<file path="config.mk">
export PLATFORM = sky130hd
export DESIGN_NAME = mram_conv_writer
export DESIGN_NICKNAME = d
export VERILOG_FILES = /design/src/rtl/mram_conv_writer.sv
export SDC_FILE = /design/constraint.sdc
export NUM_CORES = 1
export LEC_CHECK = 0
export ABC_AREA = 1
export CELL_PAD_IN_SITES_DETAIL_PLACEMENT = 1
export CELL_PAD_IN_SITES_GLOBAL_PLACEMENT = 1
export CORE_ASPECT_RATIO = 1.2
export CORE_UTILIZATION = 40
export DETAILED_ROUTE_END_ITERATION = 16
export GPL_ROUTABILITY_DRIVEN = 0
export PLACE_DENSITY_LB_ADDON = 0.1
export SYNTH_ARGS = -nofsm -noshare
export SYNTH_HDL_FRONTEND = slang
export SYNTH_SLANG_ARGS = --single-unit
</file>
<file path="constraint.sdc">
create_clock -name clk -period 6.1 [get_ports clk]
set_clock_uncertainty 0.1 [all_clocks]
set_input_delay 0.61 -clock clk [delete_from_list [all_inputs] [get_ports clk]]
set_output_delay 0.61 -clock clk [all_outputs]
set_load 0.05 [all_outputs]
</file>
<file path="src/rtl/mram_conv_writer.sv">
// mram_conv_writer
// Output packer between the Conv2D/MaxPool datapath and MRAM port A.
// Each signed 32-bit accumulator sample is requantized to int8 by
// rounding, arithmetic right shift and saturation. Four bytes are packed
// per word, with lane 0 in bits 7:0. Byte-enabled word writes go to
// sequential addresses starting at a programmed base. A partial last word
// is flushed with only its filled lanes enabled.
//
// Optional build macro:
//   MRAM_WR_RELU_EN - negative requantized results are forced to 0.
//
// Ports:
//   clk, reset       rising-edge clock, synchronous active-high reset
//   start            one-cycle job start; ignored unless idle
//   base_addr        first MRAM word address of the job
//   num_bytes        number of int8 outputs in the job
//   shift            requantization right-shift amount (0..31)
//   in_valid/in_data accumulator sample stream
//   in_ready         sample accepted when in_valid & in_ready
//   mram_*_a         MRAM port A write interface (registered)
//   busy             job in progress (PACK/FLUSH)
//   done             one-cycle pulse after the last write
//   words_written    writes issued in the current/last job
//   overflow_err     sticky: address wrapped past the top of MRAM
module mram_conv_writer #(
  parameter int ADDR_WIDTH = 10,
  parameter int DATA_WIDTH = 32,
  parameter int LEN_WIDTH  = 16
) (
  input  logic                  clk,
  input  logic                  reset,
  input  logic                  start,
  input  logic [ADDR_WIDTH-1:0] base_addr,
  input  logic [LEN_WIDTH-1:0]  num_bytes,
  input  logic [4:0]            shift,
  input  logic                  in_valid,
  input  logic [31:0]           in_data,
  output logic                  in_ready,
  output logic [ADDR_WIDTH-1:0] mram_addr_a,
  output logic [DATA_WIDTH-1:0] mram_din_a,
  output logic                  mram_en_a,
  output logic [3:0]            mram_we_a,
  output logic                  busy,
  output logic                  done,
  output logic [ADDR_WIDTH:0]   words_written,
  output logic                  overflow_err
);

  typedef enum logic [1:0] {IDLE, PACK, FLUSH, DONE} state_t;

  state_t                  state;
  logic [ADDR_WIDTH-1:0]   cur_addr;
  logic [LEN_WIDTH-1:0]    remaining;
  logic [1:0]              lane_cnt;
  logic [DATA_WIDTH-1:0]   pack_reg;
  logic [4:0]              shift_r;

  logic                    xfer;
  logic signed [32:0]      acc_ext;
  logic signed [32:0]      round_add;
  logic signed [32:0]      rounded;
  logic [7:0]              q_byte;
  logic [DATA_WIDTH-1:0]   packed_next;
  logic [3:0]              part_mask;

  assign in_ready = (state == PACK) && (remaining != '0);
  assign xfer     = in_valid && in_ready;

  // Requantize in 33 bits so adding the rounding constant to a large
  // positive accumulator cannot wrap negative.
  always_comb begin
    acc_ext   = $signed({in_data[31], in_data});
    round_add = '0;
    if (shift_r != 5'd0) begin
      round_add = 33'sd1 <<< (shift_r - 5'd1);
    end
    rounded = (acc_ext + round_add) >>> shift_r;
    if (rounded > 33'sd127) begin
      q_byte = 8'h7F;
    end else if (rounded < -33'sd128) begin
      q_byte = 8'h80;
    end else begin
      q_byte = rounded[7:0];
    end
`ifdef MRAM_WR_RELU_EN
    if (q_byte[7]) begin
      q_byte = 8'h00;
    end
`else
`endif
  end

  // Word as it looks once the current sample lands in its lane. Lanes
  // above lane_cnt are still zero because pack_reg clears after each word.
  // part_mask enables lanes 0..lane_cnt; for lane_cnt=3 it wraps to 4'b1111.
  always_comb begin
    packed_next = pack_reg;
    packed_next[{lane_cnt, 3'b000} +: 8] = q_byte;
    part_mask = (4'b0010 << lane_cnt) - 4'd1;
  end

  always_ff @(posedge clk) begin
    if (reset) begin
      state         <= IDLE;
      cur_addr      <= '0;
      remaining     <= '0;
      lane_cnt      <= '0;
      pack_reg      <= '0;
      shift_r       <= '0;
      mram_addr_a   <= '0;
      mram_din_a    <= '0;
      mram_en_a     <= 1'b0;
      mram_we_a     <= 4'b0000;
      busy          <= 1'b0;
      done          <= 1'b0;
      words_written <= '0;
      overflow_err  <= 1'b0;
    end else begin
      mram_en_a <= 1'b0;
      mram_we_a <= 4'b0000;
      done      <= 1'b0;
      case (state)
        IDLE: begin
          if (start) begin
            shift_r       <= shift;
            cur_addr      <= base_addr;
            remaining     <= num_bytes;
            lane_cnt      <= '0;
            pack_reg      <= '0;
            words_written <= '0;
            overflow_err  <= 1'b0;
            if (num_bytes == '0) begin
              state <= DONE;
              done  <= 1'b1;
            end else begin
              state <= PACK;
              busy  <= 1'b1;
            end
          end
        end
        PACK: begin
          if (xfer) begin
            remaining <= remaining - 1'b1;
            // A word goes out when lane 3 fills or the job's last byte
            // arrives. The write register is separate from pack_reg, so
            // packing of the next word continues without a bubble.
            if ((lane_cnt == 2'd3) || (remaining == 1)) begin
              mram_en_a     <= 1'b1;
              mram_we_a     <= part_mask;
              mram_din_a    <= packed_next;
              mram_addr_a   <= cur_addr;
              cur_addr      <= cur_addr + 1'b1;
              words_written <= words_written + 1'b1;
              if (cur_addr == '1) begin
                overflow_err <= 1'b1;
              end
              pack_reg <= '0;
              lane_cnt <= '0;
              if (lane_cnt != 2'd3) begin
                state <= FLUSH;
              end
            end else begin
              pack_reg <= packed_next;
              lane_cnt <= lane_cnt + 1'b1;
            end
          end else if (remaining == '0) begin
            // Final full-word write is on the bus this cycle.
            state <= DONE;
            done  <= 1'b1;
            busy  <= 1'b0;
          end
        end
        FLUSH: begin
          state <= DONE;
          done  <= 1'b1;
          busy  <= 1'b0;
        end
        DONE: begin
          state <= IDLE;
        end
        default: begin
          state <= IDLE;
        end
      endcase
    end
  end

endmodule

</file>
==> results by group <==
STA
  – Slew HR: 0.0907
  – Sum Neg Setup Slack: 0 ns
  – Final period util: 0.900
  – Final setup viols: 0
  – Final Hold Viols: 0
  – Final min period: around 5.5 ns
  – Slew at the pin closest to its max-slew limit: around 1.4 ns
  – RSZ-0062 raised after global routing: no
  – Peak Freq: 182 MHz
  – Slew Viols, Final: 0

Global route
  – GR Layer Usage met1: 0.329
  – First-pass GRT wire length: approximately 70 mm
  – Antenna violations before repair: 3
  – GRT met2 Usage: 0.555
  – Pin count of the biggest net entering global routing: 62
  – Number of global-route vias before repair: about 14000
  – Overall routing resource usage: 0.300
  – GRT Max-Usage Layer: met2
  – Grt ovf: 0
  – Met3 Use GR: 0.0527

Worst setup path
  – Critical path buffer and inverter count: 4
  – Largest stage delay, worst path: 0.52 ns
  – CP top delay family: simple AND/OR/NAND/NOR gates
  – R2R Setup Slk: just over 0.6 ns
  – R2R depth: 37
  – Slowest library cell on the worst path: a21oi_1
  – Kind of critical path: reg2reg
  – Setup crit start: shift_r[1]
  – Worst Setup EP: pack_reg[22]
  – Crit path max fanout: 13
  – Worst setup EP type: register
  – Critical Path Stages: 37
  – CP startpoint kind: register
  – Worst r2r src: shift_r[1]
  – Reg-to-Reg End: pack_reg[22]
  – Worst EP arrival: 5.73 ns
  – Req. time, crit path: roughly 6.3 ns
  – Most used cell, CP: nand2_1

Die
  – Cell row count: 67
  – Die width: 157 um
  – Ports: around 130
  – Core Area: about 28000 sq um
  – DIE AREA: just under 30000 sq um
  – Effective utilization at floorplan: 0.410
  – Die Y-Extent: roughly 190 um

Drt
  – Vias: approximately 14000
  – DR iter-0 viols: ~740
  – Remaining DRCs: 0
  – Via/cell ratio: about 5.4
  – Post-Route WL: approximately 43 mm
  – Wire length per cell: roughly 17 um
  – ANT nets after route: 0
  – Pre-antenna DRT Iters: 5

Layout
  – # nets final: 2239
  – Filler cells: roughly 4000
  – Design area: roughly 14000 sq um
  – Most common cell after layout, fill and taps aside: nand2_1
  – Commonest non-fill, non-tap cells in the layout: nand2_1, nand3_1, inv_1, nor2_1, dfxtp_1
  – Fraction of layout cells with a size suffix above 1: 0.0604
  – Layout area overhead: 18.5%

Synthesis
  – YS warnings: 0
  – Synth Net Count: about 2200
  – Mapped Area: approximately 12000 sq um
  – Cells after Synth: 2045
  – Post-synth cell types: 52
  – Flops & latches, synth: between 100 and 150
  – Syn_area_per_cell: approximately 5.7 sq um
  – Register area share after synthesis: 0.222

Clock tree
  – Hold buffers post-CTS: 0
  – # H-tree levels: 4
  – CTS Buf Count: 17
  – Clock Latency Late Sink: around 0.42 ns
  – Clock-pin slew on the worst setup and hold paths: approximately 0.06 ns
  – CTS tree: yes
  – Clk sinks: around 130
  – Root Buffer Master: clkbuf_16
  – PostCTS Resize Cnt: 0
  – CTS max path bufs: 2
  – Post CTS Setup Buffer Count: 0

Pwr
  – Max VDD drop: around 350 uV
  – P_leak: approximately 6.6 nW
  – Power density cells: 342 nW/um^2
  – Overall Power: 4.68 mW

Place
  – Post-DP Area: 13100 sq um
  – Post-DP HPWL: between 30 and 40 mm
  – Port buffer count: around 130

Outcome
  – Outcome: completed

Min path
  – Min-delay worst type: reg2reg

Job
  – Max Cap Viol: 0
[cells by family after synthesis]
family	count (synthesis)	share of synthesized area
simple gates	1231	0.470
buf+inv	360	0.121
compound gates	259	0.121
flops	128	0.222
fa+ha+maj	47	0.0515
xor+xnor	19	0.0144
other cells	1	0.000325
[metrics by stage]
| step | setup WS (ns) | hold WS, ns | std cells | utilization |
|---|---|---|---|---|
| after floorplan | 1.75 | 0.336 | 2045 | - |
| after global placement | 0.857 | 0.334 | 2485 | 0.465 |
| after detailed placement | 0.779 | 0.354 | 2485 | 0.465 |
| after CTS | 0.724 | 0.362 | 2516 | 0.486 |
| after global routing | 0.0869 | 0.379 | 2516 | 0.486 |
| final | 0.610 | 0.357 | 2517 | 0.486 |
[report_power, final]
part | switching (mW) | internal (mW)
Sequential | 0.126 | 0.954
Combinational | 1.79 | 0.770
Clock | 0.379 | 0.658
Total | 2.30 | 2.38
[Yosys cell counts, drive strengths merged]
cell type  instances  area, sq um
conb               1         3.75
xnor2              6         52.6
o221ai             1         8.76
nand3            319         1710
a22o               2         17.5
o211ai             9         67.6
nor3              17          100
a21oi            113          577
clkinv             7         26.3
a22oi              1         7.51
ha                46          576
o22ai              1         6.26
nor4               9         62.6
clkbuf            49          188
nor2             200          801
o211a              1         10.0
and3               1         6.26
o21bai             2         15.0
a221oi             3         26.3
buf               37          179
nand4             22          138
o21ai            113          566
a41oi              1         8.76
or3                1         6.26
and2               2         12.5
or4                2         15.0
nor3b              4         30.0
inv              267         1010
nand2            653         2540
xor2              13          114
nand3b             1         7.51
a31oi              6         37.5
a21boi             1         7.51
dfxtp            128         2560
o21a               2         15.0
a211oi             3         22.5
fa                 1         20.0
[cell type report]
class,instances,area (sq um),share of cell area
inverter,274,1030,0.0755
multi-input combinational,1557,7600,0.555
tap,379,474,0.0346
timing repair buffer,147,1420,0.104
clock buffer,20,457,0.0334
clock inverter,11,139,0.0101
antenna,1,2.50,0.000183
sequential,128,2560,0.187
[how the worst min path moves through the flow]
stage | startpoint | to | slack, ns | cells past startpoint
finish | words_written[10] | words_written[10] | 0.36 | 1
global route | pack_reg[24] | pack_reg[24] | 0.38 | 2
CTS | words_written[10] | words_written[10] | 0.36 | 1
detailed placement | words_written[10] | words_written[10] | 0.35 | 1
global placement | words_written[10] | words_written[10] | 0.33 | 1
floorplan | pack_reg[28] | pack_reg[28] | 0.34 | 2
[per-layer routing]
| metal | up-vias | routed length (um) | part of all wire |
|---|---|---|---|
| li1 | 6724 | - | - |
| met1 | 6412 | 17300 | 0.40 |
| met2 | 296 | 22000 | 0.51 |
| met3 | 101 | 1920 | 0.044 |
| met4 | 4 | 1880 | 0.043 |
| met5 | - | 30 | 0.00069 |
Power figures use the tool's default switching activity.
==> patch 1, RTL diff (same flow settings) <==
Register the output `overflow_err` once more, cleared by the reset; this adds one clock of latency there. The other outputs are not delayed to match.
--- a/src/rtl/mram_conv_writer.sv
+++ b/src/rtl/mram_conv_writer.sv
@@ -49,2 +49,4 @@
   typedef enum logic [1:0] {IDLE, PACK, FLUSH, DONE} state_t;
+
+  logic overflow_err_s0;
 
@@ -116,3 +118,3 @@
       words_written <= '0;
-      overflow_err  <= 1'b0;
+      overflow_err_s0 <= 1'b0;
     end else begin
@@ -130,3 +132,3 @@
             words_written <= '0;
-            overflow_err  <= 1'b0;
+            overflow_err_s0 <= 1'b0;
             if (num_bytes == '0) begin
@@ -154,3 +156,3 @@
               if (cur_addr == '1) begin
-                overflow_err <= 1'b1;
+                overflow_err_s0 <= 1'b1;
               end
@@ -187,2 +189,10 @@
 
+  always_ff @(posedge clk) begin
+    if (reset) begin
+      overflow_err <= '0;
+    end else begin
+      overflow_err <= overflow_err_s0;
+    end
+  end
+
 endmodule
Formal check against the unedited RTL: not equivalent (Yosys sat finds a counterexample within 4 cycles, from zero or initial values and one cycle with reset high).
==> patch 1 against the unedited design <==
  * Sequential cell count rose by 1
  * Area after synthesis rose by 5.4%
  * Cell area rose by 4.3%
  * Worst setup slack improved by 0.036 ns
  * Largest power group unchanged
  * Total power rose by 9.3%
  * Critical endpoint is now mram_din_a[9]
  * Wire length rose by 9.4%
==> patch 1: results (changes against the unedited design) <==
metric	value	unit	change
Avg Synthesized Cell Area	5.714	sq um	was 5.650 sq um
nets	2314		was 2,239
top cells by area, synth	dfxtp_1 (21%), nand2_1 (18%), nand3_1 (15%), inv_1 (7.7%), nor2_1 (6.2%)		was dfxtp_1 (22%), nand2_1 (20%), nand3_1 (13%), inv_1 (8.5%), nor2_1 (6.1%)
Commonest cells post-synth	nand2_1 (600), nand3_1 (369), inv_1 (251), nor2_1 (201), dfxtp_1 (129)		was nand2_1 (623), nand3_1 (297), inv_1 (261), nor2_1 (188), dfxtp_1 (128)
worst hold path type	reg -> reg		unchanged
Port-buffer cells	128		unchanged
fillcell total	4243		was 4,014
Leakage Power	6.869	nW	was 6.650 nW
DRT Pass-1 Iters	4		was 5
initial antenna violation count	2		was 3
PostCTS Resize Cnt	0		unchanged
WL per Instance	18.14	um	was 17.16 um
clk root buf	clkbuf_16		unchanged
DRT iter0 DRCs	794		was 742
status	complete, no violations		unchanged
vias in the first global route	14884		was 13.98k
CTS H-tree lvls	4		unchanged
crit path max-delay cell type	fa_1		was a21oi_1
clk_lat worst skew	0.43	ns	
first-pass GRT wire length	75.86	mm	was 70.28 mm
Synth cell types	56		was 52
dpl hpwl	36.91	mm	was 33.69 mm
CP max FO	7		was 13
Yosys Warn Count	0		unchanged
Placed Area	13670	sq um	was 13,090 sq um
total CTS buffers	17		unchanged
dpl ws	0.6873	ns	was 0.7791 ns
hold buffer count at CTS	0		unchanged
layout cell share with drive strength beyond 1	0.07546		was 0.06036
Slew HR	0.2280		was 0.09066
Critical Path Max Stage Delay	0.39	ns	was 0.52 ns
WP data arrival	5.66	ns	was 5.73 ns
CTS max path bufs	2		unchanged
syn nets	2246		was 2,159
Post-CTS Setup Bufs	0		unchanged
largest net degree at the start of global routing	58		was 62
IR Drop Worst-Case VDD	281.8	uV	was 352.1 uV
Routed Antenna Nets	0		unchanged
Total Routing Usage GR	0.3070		was 0.3001
ys flop type	dfxtp_1		unchanged
diodes inserted	0		was 1
post-synthesis sequential area ratio	0.2120		was 0.2218
fin cells	2603		was 2,517
overall via count from detail_route	14278		was 13.54k
Clock transition at path regs	0.06	ns	about the same
switch share	0.5115		was 0.4911
post-synthesis async set-or-reset flop share	0		unchanged
[patch 1: cell families after synthesis]
family / share of synthesized area
and+or+nand+nor: 0.4890
buffers and inverters: 0.1172
AOI/OAI and AO/OA: 0.1196
DFF: 0.2120
adders and majority gates: 0.04889
xor gates and xnor gates: 0.01222
other: 0.0003078
muxes: 0.0008216
[patch 1: power groups by stage]
stage	Combinational [mW]	Clock, mW	Sequential (mW)
finish	2.99	1.06	1.06
global route	3.32	1.11	1.08
CTS	2.98	1.08	1.06
detailed placement	2.95	0	1.08
global placement	2.89	0	1.07
floorplan	2.17	0	1.06
[patch 1: final timing paths]
kind,slack (ns),cells past startpoint,endpoint,start
setup / recovery,0.65,37,mram_din_a[9],shift_r[0]
hold / removal,0.35,2,overflow_err,overflow_err_s0
setup reg to reg,0.65,37,mram_din_a[9],shift_r[0]
hold reg to reg,0.35,2,overflow_err,overflow_err_s0
[patch 1: layer usage]
metal | GRT usage | wire length [um] | part of all wire
met1 | 0.3378 | 19280 | 0.41
met2 | 0.5761 | 24070 | 0.51
met3 | 0.03893 | 1668 | 0.035
met4 | 0.1582 | 2189 | 0.046
met5 | 0 | 20 | 0.00042
[patch 1: area by class of cell]
cell class / instances / area (sq um) / area share
multi-input cells: 1637 / 8180 / 0.5732
well taps: 390 / 488.0 / 0.03419
flip-flops and latches: 129 / 2582 / 0.1809
clock buffers: 23 / 478.0 / 0.03349
repair buffers: 143 / 1389 / 0.09731
inverters: 272 / 1026 / 0.07189
clock inverters: 9 / 128.9 / 0.009030
[patch 1: critical path: cells and delay by family (launching register included)]
kind                     cells  cell delay [ns]
flip-flops                   1             0.38
adder cells (fa/ha/maj)      2             0.57
AND/OR/NAND/NOR             28             3.55
buffers and inverters        6             0.57
AO/OA/AOI/OAI                1             0.17
==> patch 2, RTL diff (same settings) <==
Made on the original files. Build with the macro `MRAM_WR_RELU_EN` defined.
--- a/src/rtl/mram_conv_writer.sv
+++ b/src/rtl/mram_conv_writer.sv
@@ -24,2 +24,4 @@
 //   overflow_err     sticky: address wrapped past the top of MRAM
+`define MRAM_WR_RELU_EN
+
 module mram_conv_writer #(
Function: changed (a bounded check fails within 4 cycles, from zero or initial values and one cycle with reset high).
==> patch 2 against the unedited design <==
  * Synthesized cell count fell by 1.2%
  * Final cell count fell by 1.0%
  * Total power rose by 1.7%
  * Highest routed layer unchanged
  * Sequential cell count did not move
  * Area after synthesis fell by 1.8%
  * Largest power group unchanged
  * Critical path depth fell by 2
  * Maximum frequency fell by 2.3%
  * Worst setup slack got worse by 0.13 ns
  * Cell area fell by 1.7%
  * Critical endpoint is now pack_reg[19]
  * Wire length rose by 1.8%
==> patch 2: results (changes against the unedited design) <==
metric	value	unit	change
status	complete, no violations		unchanged
Critical Path Max Stage Delay	0.46	ns	was 0.52 ns
layout cell share with drive strength beyond 1	0.04550		was 0.06036
vias in the first global route	13954		was 13.98k
nets	2212		was 2,239
Leakage Power	6.418	nW	was 6.650 nW
drt via density	5.471		was 5.378
worst hold path type	reg -> reg		unchanged
initial antenna violation count	3		unchanged
Avg Synthesized Cell Area	5.612	sq um	was 5.650 sq um
Placed Area	12880	sq um	was 13,090 sq um
Synth cell types	49		was 52
post-synthesis async set-or-reset flop share	0		unchanged
dpl hpwl	33.41	mm	was 33.69 mm
DRT iter0 DRCs	701		was 742
top cells by area, synth	dfxtp_1 (23%), nand2_1 (22%), nand3_1 (15%), inv_1 (7.6%), ha_1 (5.1%)		was dfxtp_1 (22%), nand2_1 (20%), nand3_1 (13%), inv_1 (8.5%), nor2_1 (6.1%)
worst hold path depth	2		was 1
WP data arrival	5.80	ns	was 5.73 ns
clk_lat worst skew	0.42	ns	about the same
Total Routing Usage GR	0.3064		was 0.3001
WL per Instance	17.64	um	was 17.16 um
dpl ws	0.6287	ns	was 0.7791 ns
post-synthesis sequential area ratio	0.2259		was 0.2218
first-pass GRT wire length	70.90	mm	was 70.28 mm
Slew HR	0.3309		was 0.09066
Worst R2R Path Depth	35		was 37
clk root buf	clkbuf_16		unchanged
crit path max-delay cell type	dfxtp_1		was a21oi_1
CP max FO	35		was 13
IR Drop Worst-Case VDD	314.9	uV	was 352.1 uV
syn nets	2135		was 2,159
Post-CTS Setup Bufs	0		unchanged
Commonest cells post-synth	nand2_1 (657), nand3_1 (340), inv_1 (230), nor2_1 (148), dfxtp_1 (128)		was nand2_1 (623), nand3_1 (297), inv_1 (261), nor2_1 (188), dfxtp_1 (128)
DRT Pass-1 Iters	6		was 5
CP top delay family	simple AND/OR/NAND/NOR gates		unchanged
[patch 2: logic make-up (layout without fill, tap and decap cells)]
kind of cell,Yosys count,count (layout),synth area share
AOI/OAI and AO/OA,256,256,0.1223
and+or+nand+nor,1238,1238,0.4716
xor gates and xnor gates,19,19,0.01467
DFF,128,128,0.2259
buffers and inverters,332,421,0.1126
other,1,3,0.0003306
adders and majority gates,47,47,0.05251
[patch 2: cell type report]
class                      instances  area, sq um
fill                            3946        14460
clock inverter                    13        138.9
timing repair buffer             147         1419
tap                              379        474.2
sequential                       128         2562
clock buffer                      18        429.2
inverter                         243        912.1
antenna                            2        5.005
multi-input combinational       1561         7515
[patch 2: power breakdown]
group / internal (mW) / leakage [nW] / switching (mW) / total, mW
sequential: 0.938 / 1.04 / 0.104 / 1.04
clock: 0.599 / 0.276 / 0.396 / 0.995
combinational: 0.805 / 5.10 / 1.92 / 2.72
[patch 2: final timing paths]
| check | endpoint | slack (ns) | from |
|---|---|---|---|
| setup / recovery | pack_reg[19] | 0.48 | shift_r[1] |
| setup reg to reg | pack_reg[19] | 0.48 | shift_r[1] |
| hold reg to reg | pack_reg[31] | 0.36 | pack_reg[31] |
| hold / removal | pack_reg[31] | 0.36 | pack_reg[31] |
[patch 2: routing by layer]
layer  part of all wire  wire (um)  GRT usage
met5            0.00034         15          0
met4              0.043       1896     0.1459
met3              0.031       1352    0.02555
met2               0.50      22090     0.5540
met1               0.42      18600     0.3610
[patch 2: through the flow]
stage | std cells | total power, mW
floorplan | 2021 | 2.977
global placement | 2458 | 3.663
detailed placement | 2458 | 3.730
CTS | 2489 | 4.756
global route | 2489 | 5.127
finish | 2491 | 4.761
[patch 2: repair_timing]
action	CTS	global route
endpoints found under the setup margin	0	22
hold buffers	0	0
gates resized for setup	0	1
